--- config.mk ---
export PLATFORM = sky130hd
export DESIGN_NAME = if_fetch_unit
export DESIGN_NICKNAME = d
export VERILOG_FILES = /design/src/rtl/if_fetch_unit.sv
export SDC_FILE = /design/constraint.sdc
export NUM_CORES = 1
export LEC_CHECK = 0
export ABC_AREA = 1
export CORE_MARGIN = 4
export CORE_UTILIZATION = 40
export CTS_BUF_LIST = sky130_fd_sc_hd__clkbuf_16
export DETAILED_ROUTE_END_ITERATION = 16
export MAX_ROUTING_LAYER = met4
export SYNTH_ARGS = -nofsm -noshare
export SYNTH_HDL_FRONTEND = slang
export SYNTH_SLANG_ARGS = --single-unit
--- constraint.sdc ---
create_clock -name CLK -period 2.1 [get_ports CLK]
set_clock_uncertainty 0.15 [all_clocks]
set_input_delay 0.42 -clock CLK [delete_from_list [all_inputs] [get_ports CLK]]
set_output_delay 0.42 -clock CLK [all_outputs]
set_load 0.02 [all_outputs]
--- src/rtl/if_fetch_unit.sv ---
// Instruction fetch: one outstanding IMem request, presents PC/instruction to IF/ID.
// Latency: response in cycle N appears on PC_out/Instruction_out in cycle N+1.
// Backpressure: Stall holds outputs and blocks requests; a response during Stall parks in a one-entry buffer.
module if_fetch_unit #(
    parameter logic [31:0] RESET_PC = 32'h0000_0000
) (
    input  logic        CLK,
    input  logic        RESET,
    input  logic        Stall,
    input  logic        Redirect,
    input  logic [31:0] Redirect_PC,
    output logic        IMem_Req,
    output logic [31:0] IMem_Addr,
    input  logic        IMem_Ready,
    input  logic        IMem_Valid,
    input  logic [31:0] IMem_Data,
    output logic [31:0] PC_out,
    output logic [31:0] Instruction_out,
    output logic        IF_Write
);

    localparam logic [1:0] ST_REQ  = 2'd0;
    localparam logic [1:0] ST_WAIT = 2'd1;
    localparam logic [1:0] ST_DROP = 2'd2;

    logic [1:0]  state;
    logic [31:0] pc;
    logic [31:0] req_pc;
    logic        buf_valid;
    logic [31:0] buf_pc;
    logic [31:0] buf_data;
    logic [31:0] redirect_tgt;
    logic        fire;

    assign redirect_tgt = Redirect_PC & 32'hFFFF_FFFC;
    assign IMem_Req     = (state == ST_REQ) & ~Stall & ~buf_valid & ~Redirect & ~RESET;
    assign IMem_Addr    = pc;
    assign fire         = IMem_Req & IMem_Ready;

    always_ff @(posedge CLK) begin
        if (RESET) begin
            state           <= ST_REQ;
            pc              <= RESET_PC;
            req_pc          <= 32'd0;
            buf_valid       <= 1'b0;
            buf_pc          <= 32'd0;
            buf_data        <= 32'd0;
            PC_out          <= 32'd0;
            Instruction_out <= 32'd0;
            IF_Write        <= 1'b0;
        end else begin
            if (Redirect) begin
                pc        <= redirect_tgt;
                buf_valid <= 1'b0;
                // An in-flight request must still be drained before the next one may issue.
                if (state == ST_WAIT || state == ST_DROP) begin
                    state <= IMem_Valid ? ST_REQ : ST_DROP;
                end
            end else begin
                case (state)
                    ST_REQ: begin
                        if (fire) begin
                            req_pc <= pc;
                            pc     <= pc + 32'd4;
                            state  <= ST_WAIT;
                        end
                    end
                    ST_WAIT: begin
                        if (IMem_Valid) begin
                            state <= ST_REQ;
                            if (Stall) begin
                                buf_valid <= 1'b1;
                                buf_pc    <= req_pc;
                                buf_data  <= IMem_Data;
                            end
                        end
                    end
                    ST_DROP: begin
                        if (IMem_Valid) begin
                            state <= ST_REQ;
                        end
                    end
                    default: state <= ST_REQ;
                endcase
            end

            // IF/ID clears itself on IF_Write=0, so a stall must keep re-presenting the same values.
            if (Redirect) begin
                PC_out          <= 32'd0;
                Instruction_out <= 32'd0;
                IF_Write        <= 1'b0;
            end else if (Stall) begin
                PC_out          <= PC_out;
                Instruction_out <= Instruction_out;
                IF_Write        <= IF_Write;
            end else if (buf_valid) begin
                PC_out          <= buf_pc;
                Instruction_out <= buf_data;
                IF_Write        <= 1'b1;
                buf_valid       <= 1'b0;
            end else if (state == ST_WAIT && IMem_Valid) begin
                PC_out          <= req_pc;
                Instruction_out <= IMem_Data;
                IF_Write        <= 1'b1;
            end else begin
                PC_out          <= 32'd0;
                Instruction_out <= 32'd0;
                IF_Write        <= 1'b0;
            end
        end
    end

endmodule

==> out/results.ini, run 1 <==
[run_status]
status=finished clean

[timing]
worst_pin_slew_ns=0.769
hold_ws_ns=0.311
rsz0062_at_grt=false
hold_viol_final=0
period_needed_ns=2.05
max_slew_margin_pct=48.7
finalMaxSlewViolations=0
period_share_pct=97.7
setup_viol=0
fmax_mhz=488

[global_routing]
globalRouteTotalUtil_pct=22.9
grt_max_degree=96
grt_pass1_vias=7567
antenna_found_initial=0
grt_pass1_wl_um=40300
overflow=0

[drt]
drt-total-wl_um=25100
postRouteAntennaNets=0
wl_met3_um=1420
vias=8101
drt-pass1-iter-count=5
wl_per_cell_um=15.9
top_layer_used=met4
viasPerCell=5.13
wl_met1_um=12100
drtIter0Drc=543
dr_wl_met2_um=11400
drc=0

[synthesis]
yosys.area.top_type=dfxtp_1
synth-seq-cells=188
avgSynthCellArea_um2=7.15
synth_area_leaders=dfxtp_1 (46%), a21oi_1 (13%), nand2_1 (11%), nand3_1 (6.4%), o21ai_0 (5.7%)
yosysWarnings=0
synth-seq-area-share_pct=46.0
synth-async-reset-ratio_pct=0
synth_edf_count=0
post-synth-top-count-cell=nand2_1
synth_top_area_share_pct=46.0
synthTopCellsByCount=nand2_1 (237), a21oi_1 (217), dfxtp_1 (188)
syn_inst=1145
synthFlopType=dfxtp_1
syn_area_mm2=0.00818
synth_cell_types=30

[clocking]
cts_max_path_buffers=2
cts_hold_buf=0
post-cts-setup-buffers=0
clk_pin_slew_worst_paths_ns=0.07
cts_root_buf=clkbuf_16
cts_max_level=4
clock_sinks=188
cts_resized=18
clock_latency_ns=0.43
numCtsBuffers=17
cts_tree=done

[min_path]
hold_path.class=reg2reg
holdPathStages=2

[final_layout]
fill_cells=1976
num_antenna_cells=0
drive_above_1_share_pct=8.64
layout.nets=1369
syn2layout_area_growth_pct=33.3
stdcell_area_mm2=0.0109

[worst_setup_path]
crit_family=buffers and inverters
crit_path_top_delay_cell=clkdlybuf4s50_1
worstPathCellList=clkdlybuf4s50_1
worstSetupPathType=reg2out
reg2reg_depth=9
max_stage_delay_ns=0.64
cp.depth=1
worstSetupEndpointType=output pin
critical_path_required_ns=1.53
cp-start-kind=register
path_max_fanout=5
crit_arrival_ns=1.48
crit_buf_inv=1

[floorplanning]
ios=168
die_w_um=151
die_h_um=151
die_area_mm2=0.0228
core_area_mm2=0.0202
num_rows=52
initial_utilization_pct=40.6

[pwr]
p_per_area_mw_per_mm2=710
leakagePower_nw=4.11
power_mw=7.74
ir_worst_vdd_v=0.000537

[job]
drv_cap=0

[placed_design]
place_congestion=0.913
placed_cell_area_mm2=0.0103
hpwl_um=16400
numPortBuffers=161

[logic make-up after synthesis]
logic type,after synthesis,synth area share (%)
buffers and inverters,154,7.83
flip-flops,188,46.0
AND/OR/NAND/NOR,452,23.7
adder cells (fa/ha/maj),3,0.459
AO/OA/AOI/OAI,342,21.4
XOR/XNOR,5,0.535
other,1,0.0458
[layer usage]
metal / track usage, % / up-vias
li1: - / 4118
met1: 31.6 / 3732
met2: 35.5 / 235
met3: 4.16 / 16
met4: 4.44 / 0
met5: - / -
[flip-flops by register name, indices dropped and copies added, names as in the netlist]
register         flops
req_pc              30
PC_out              30
IF_Write             1
IMem_Addr           30
Instruction_out     32
buf_pc              30
buf_valid            1
state                2
buf_data            32
[final cells by class]
class	count	area (um2)	share of cell area, %
multi-input cells	806	3790	34.8
flip-flops and latches	188	3760	34.5
repair buffers	211	2170	19.9
clock buffers	17	425	3.90
well taps	270	338	3.10
inverters	72	270	2.48
clock inverters	14	149	1.36
[cell usage in the layout (no fill, tap or decap), drive strengths merged]
cell type and count:
a211oi 8, nand4 7, nand2 240, conb 4, o21ai 108, and3 1, clkbuf 17, xnor2 1
a22oi 2, xor2 4, a21oi 217, bufinv 1, dfxtp 188, nand3 104, ha 3, nor3 7
o21a 2, a31oi 3, clkinvlp 2, dlygate4sd2 14, buf 53, inv 80, dlymetal6s2s 9, clkinv 3
o221ai 2, nor2 93, clkdlybuf4s50 135
[power by group]
| part | internal (mW) | leakage, nW | switching, mW |
|---|---|---|---|
| Combinational | 0.360 | 2.30 | 0.453 |
| Clock | 1.68 | 0.277 | 1.51 |
| Sequential | 3.65 | 1.53 | 0.0883 |
[per-stage QoR]
| stage | util, % | TNS [ns] | setup WS [ns] | cells |
|---|---|---|---|---|
| after floorplan | - | 0 | 0.351 | 1148 |
| after global placement | 51.2 | -32.35 | -0.382 | 1547 |
| after detailed placement | 51.2 | -34.70 | -0.387 | 1547 |
| after CTS | 54.0 | 0 | 0.000949 | 1578 |
| after global routing | 54.1 | 0 | 0.00356 | 1578 |
| final | 54.1 | 0 | 0.0490 | 1578 |
[path summary, 6_finish.rpt]
path,start,endpoint,slack (ns)
worst min register to register,buf_pc[8],buf_pc[8],0.31
worst min-delay path,buf_pc[8],buf_pc[8],0.31
worst max-delay path,IMem_Addr[20],IMem_Addr[20],0.05
worst max register to register,IMem_Addr[7],IMem_Addr[26],0.23
Note: power is estimated with default switching activity, not from simulation.
==> run 2, diff against run 1 <==
--- a/config.mk
+++ b/config.mk
@@ -6,6 +6,7 @@
 export NUM_CORES = 1
 export LEC_CHECK = 0
 export ABC_AREA = 1
+export CORE_ASPECT_RATIO = 1.4
 export CORE_MARGIN = 4
 export CORE_UTILIZATION = 40
 export CTS_BUF_LIST = sky130_fd_sc_hd__clkbuf_16
==> out/results.ini, run 2 (synthesis gave the netlist of run 1 again) <==
[run_status]
status=finished clean

[worst_setup_path]
crit_buf_inv=1
worstSetupEndpointType=output pin
critical_path_required_ns=1.53
max_stage_delay_ns=0.64
worstPathCellList=clkdlybuf4s50_1
crit_arrival_ns=1.48
crit_family=buffers and inverters
worstSetupPathType=reg2out
crit_path_top_delay_cell=clkdlybuf4s50_1
path_max_fanout=5
cp-start-kind=register

[timing]
hold_viol_final=0
rsz0062_at_grt=false
fin_ws_ns=0.0524
setup_viol=0
fmax_mhz=488
period_needed_ns=2.05
finalMaxSlewViolations=0
period_share_pct=97.5
fin_setup_tns_ns=0
max_slew_margin_pct=55.8
worst_pin_slew_ns=0.663

[job]
drv_cap=0

[floorplanning]
die_area_mm2=0.0228
core_area_mm2=0.0200
num_rows=61
die_h_um=177
ios=168
die_w_um=129
initial_utilization_pct=40.9

[global_routing]
overflow=0
antenna_found_initial=0
grt_pass1_wl_um=41600
globalRouteTotalUtil_pct=23.5
grt_pass1_vias=7917
grt_max_degree=64

[clocking]
post-cts-setup-buffers=0
clock_sinks=188
cts_hold_buf=0
clock_latency_ns=0.43
cts_max_level=4
cts_root_buf=clkbuf_16
cts_max_path_buffers=2
numCtsBuffers=17
cts_tree=done
clk_pin_slew_worst_paths_ns=0.07

[drt]
drt-total-wl_um=26100
drc=0
wl_per_cell_um=16.7
drt-pass1-iter-count=5
postRouteAntennaNets=0
vias=8228
drtIter0Drc=508
viasPerCell=5.26

[final_layout]
layout.nets=1374
drive_above_1_share_pct=8.68
stdcell_area_mm2=0.0108
syn2layout_area_growth_pct=32.3
final_common_cell=nand2_1
final_cell_mix=nand2_1 (237), a21oi_1 (217), dfxtp_1 (186)
top_regs=Instruction_out (32), buf_data (32)
layout.cells.non_filler=1565
num_antenna_cells=0
fill_cells=2005

[placed_design]
numPortBuffers=161
place_congestion=0.942
pre_cts_ws_ns=-0.173
hpwl_um=17000
placed_cell_area_mm2=0.0103
post-place-cells=1534

[pwr]
power_mw=7.69
leakagePower_nw=4.12
ir_worst_vdd_v=0.000543
p_per_area_mw_per_mm2=710

[min_path]
hold_path.class=in2reg

-- run 2: changes by cell type in the layout (fill, tap and decap cells not counted), moves of 2 or more --
cell           before  now
inv_6               5    3
clkinv_4            3    0
clkinv_1            0    2
dlygate4sd2_1      14   12
inv_1              65   68
buf_12             15    8
inv_8               3    0
buf_4              36   49
clkinv_2            0    2
-- run 2: stage by stage --
step / util, % / hold WS, ns
2_1_floorplan: - / 0.289
3_3_place_gp: 51.3 / 0.297
3_5_place_dp: 51.3 / 0.302
4_1_cts: 54.0 / 0.195
5_1_grt: 54.1 / 0.241
6_report: 54.1 / 0.218
-- run 2: layout make-up --
| type | count | area [um2] | share of cell area, % |
|---|---|---|---|
| Inverter | 72 | 270 | 2.50 |
| Clock buffer | 17 | 425 | 3.93 |
| Sequential cell | 188 | 3770 | 34.8 |
| Clock inverter | 14 | 130 | 1.20 |
| Tap cell | 252 | 315 | 2.91 |
| Timing Repair Buffer | 216 | 2120 | 19.6 |
| Multi-Input combinational cell | 806 | 3790 | 35.1 |
-- run 2: final timing paths --
check / to / start / slack, ns / cells past startpoint
min reg2reg: buf_pc[31] / buf_pc[31] / 0.31 / 2
max: IMem_Addr[7] / IMem_Addr[7] / 0.05 / 1
min: IF_Write / Stall / 0.22 / 3
max reg2reg: IMem_Addr[26] / IMem_Addr[3] / 0.25 / 10
-- run 2: what timing repair did --
item	CTS	global route
resized for setup	13	10
gates cloned	0	0
endpoints found under the setup margin	12	10
-- run 2: layer usage --
metal | vias to the layer above | share of wire, % | global-route usage, %
li1 | 4126 | - | -
met1 | 3790 | 43 | 28.6
met2 | 273 | 48 | 38.9
met3 | 39 | 5.5 | 4.02
met4 | 0 | 3.2 | 8.76
met5 | - | 0 | -
-- run 2: power breakdown --
part | internal, mW | switching [mW]
registers | 3.66 | 0.0888
clock network | 1.73 | 1.40
logic | 0.360 | 0.452
==> run 3, diff against run 2 <==
--- a/config.mk
+++ b/config.mk
@@ -8,10 +8,11 @@
 export ABC_AREA = 1
 export CORE_ASPECT_RATIO = 1.4
 export CORE_MARGIN = 4
-export CORE_UTILIZATION = 40
-export CTS_BUF_LIST = sky130_fd_sc_hd__clkbuf_16
+export CORE_UTILIZATION = 57
+export CTS_BUF_LIST = sky130_fd_sc_hd__clkbuf_8
 export DETAILED_ROUTE_END_ITERATION = 16
 export MAX_ROUTING_LAYER = met4
+export PLACE_DENSITY = 0.88
 export SYNTH_ARGS = -nofsm -noshare
 export SYNTH_HDL_FRONTEND = slang
 export SYNTH_SLANG_ARGS = --single-unit
==> constraint.sdc (replaced) <==
create_clock -name CLK -period 2.48 [get_ports CLK]
set_clock_uncertainty 0.15 [all_clocks]
set_input_delay 0.496 -clock CLK [delete_from_list [all_inputs] [get_ports CLK]]
set_output_delay 0.496 -clock CLK [all_outputs]
set_load 0.02 [all_outputs]
==> out/results.ini, run 3 (synthesis gave the netlist of run 1 again) <==
[run_status]
status=finished clean

[clocking]
cts_max_path_buffers=2
cts_resized=1
numCtsBuffers=17
clock_sinks=188
cts_hold_buf=0
cts_max_level=4
post-cts-setup-buffers=0
cts_tree=done
clock_latency_ns=0.46
clk_pin_slew_worst_paths_ns=0.10
cts_root_buf=clkbuf_8

[drt]
drt-pass1-iter-count=5
postRouteAntennaNets=0
drt-total-wl_um=24300
vias=8411
viasPerCell=5.72
drc=0
drtIter0Drc=757
wl_per_cell_um=16.5

[global_routing]
grt_pass1_vias=7791
overflow=0
grt_max_degree=95
grt_pass1_wl_um=38300
globalRouteTotalUtil_pct=30.1
antenna_found_initial=0

[placed_design]
placed_cell_area_mm2=0.00996
post-place-cells=1439
pre_cts_ws_ns=-0.0951
place_congestion=0.991
numPortBuffers=161
hpwl_um=15600

[floorplanning]
ios=168
initial_utilization_pct=58.6
num_rows=51
die_h_um=150
die_area_mm2=0.0164
die_w_um=109
core_area_mm2=0.0140

[worst_setup_path]
crit_buf_inv=2
path_max_fanout=3
worstPathCellList=inv_1, ha_1, and3_1, dlygate4sd2_1
max_stage_delay_ns=0.40
crit_family=buffers and inverters
worstSetupEndpointType=output pin
crit_path_top_delay_cell=dlygate4sd2_1
cp-start-kind=register
worstSetupPathType=reg2out
crit_arrival_ns=1.73
critical_path_required_ns=1.83

[pwr]
ir_worst_vdd_v=0.000327
power_mw=5.80
leakagePower_nw=3.70
p_per_area_mw_per_mm2=562

[timing]
rsz0062_at_grt=false
worst_pin_slew_ns=1.06
hold_ws_ns=0.258
period_needed_ns=2.38
max_slew_margin_pct=29.4
period_share_pct=95.9
hold_viol_final=0
fmax_mhz=420
setup_viol=0
fin_ws_ns=0.101
finalMaxSlewViolations=0
fin_setup_tns_ns=0

[job]
drv_cap=0

[final_layout]
final_cell_mix=nand2_1 (237), a21oi_1 (217), dfxtp_1 (187)
top_regs=Instruction_out (32), buf_data (32)
layout.cells.non_filler=1471
stdcell_area_mm2=0.0103
final_util_pct=73.9
syn2layout_area_growth_pct=26.2
num_antenna_cells=0
layout.nets=1346
drive_above_1_share_pct=6.84
fill_cells=1108
final_common_cell=nand2_1

[min_path]
hold_path.class=in2reg

run 3: changes by cell type in the layout (fill, tap and decap cells not counted), sizes merged:
cell	before	now
clkinvlp	2	0
dlygate4sd2	12	1
bufinv	2	0
clkinv	4	2
clkbuf	17	18
inv	78	84
buf	58	29
dlymetal6s2s	10	0
clkdlybuf4s50	136	158
run 3: report_power, final:
group | total (mW) | switching (mW) | internal (mW) | leakage (nW)
logic | 0.670 | 0.372 | 0.298 | 1.97
clock network | 1.96 | 1.19 | 0.768 | 0.201
registers | 3.18 | 0.0822 | 3.10 | 1.53
run 3: routing by layer:
layer  vias to the layer above  wire length [um]  track usage (%)
li1                       4061                 -                -
met1                      3875              9830             37.5
met2                       415             11900             48.6
met3                        60              1690             4.40
met4                         0               901             12.9
met5                         -                 0                -
run 3: path summary, 6_finish.rpt:
check / from / end / slack, ns / cells after the start
worst max-delay path: state[1] / IMem_Req / 0.10 / 4
worst min-delay path: Stall / IF_Write / 0.26 / 3
worst max register to register: IMem_Addr[13] / IMem_Addr[23] / 0.52 / 9
worst min register to register: buf_pc[10] / buf_pc[10] / 0.31 / 2
run 3: final cells by class:
cell class	instances	area [um2]	share of cell area (%)
tap	185	231	2.24
timing repair buffer	188	1890	18.3
clock buffer	18	248	2.40
inverter	72	270	2.62
clock inverter	14	125	1.21
multi-input combinational	806	3790	36.7
sequential	188	3760	36.5
run 3: worst register-to-register path, cell delays in order (launching register included):
cell	delay [ns]
dfxtp_1	0.50
nand2_1	0.16
nor2_1	0.27
nand2_1	0.11
nor2_2	0.26
nand2_1	0.09
nand2_1	0.06
nand2_1	0.04
a21oi_1	0.13
nor2_1	0.05
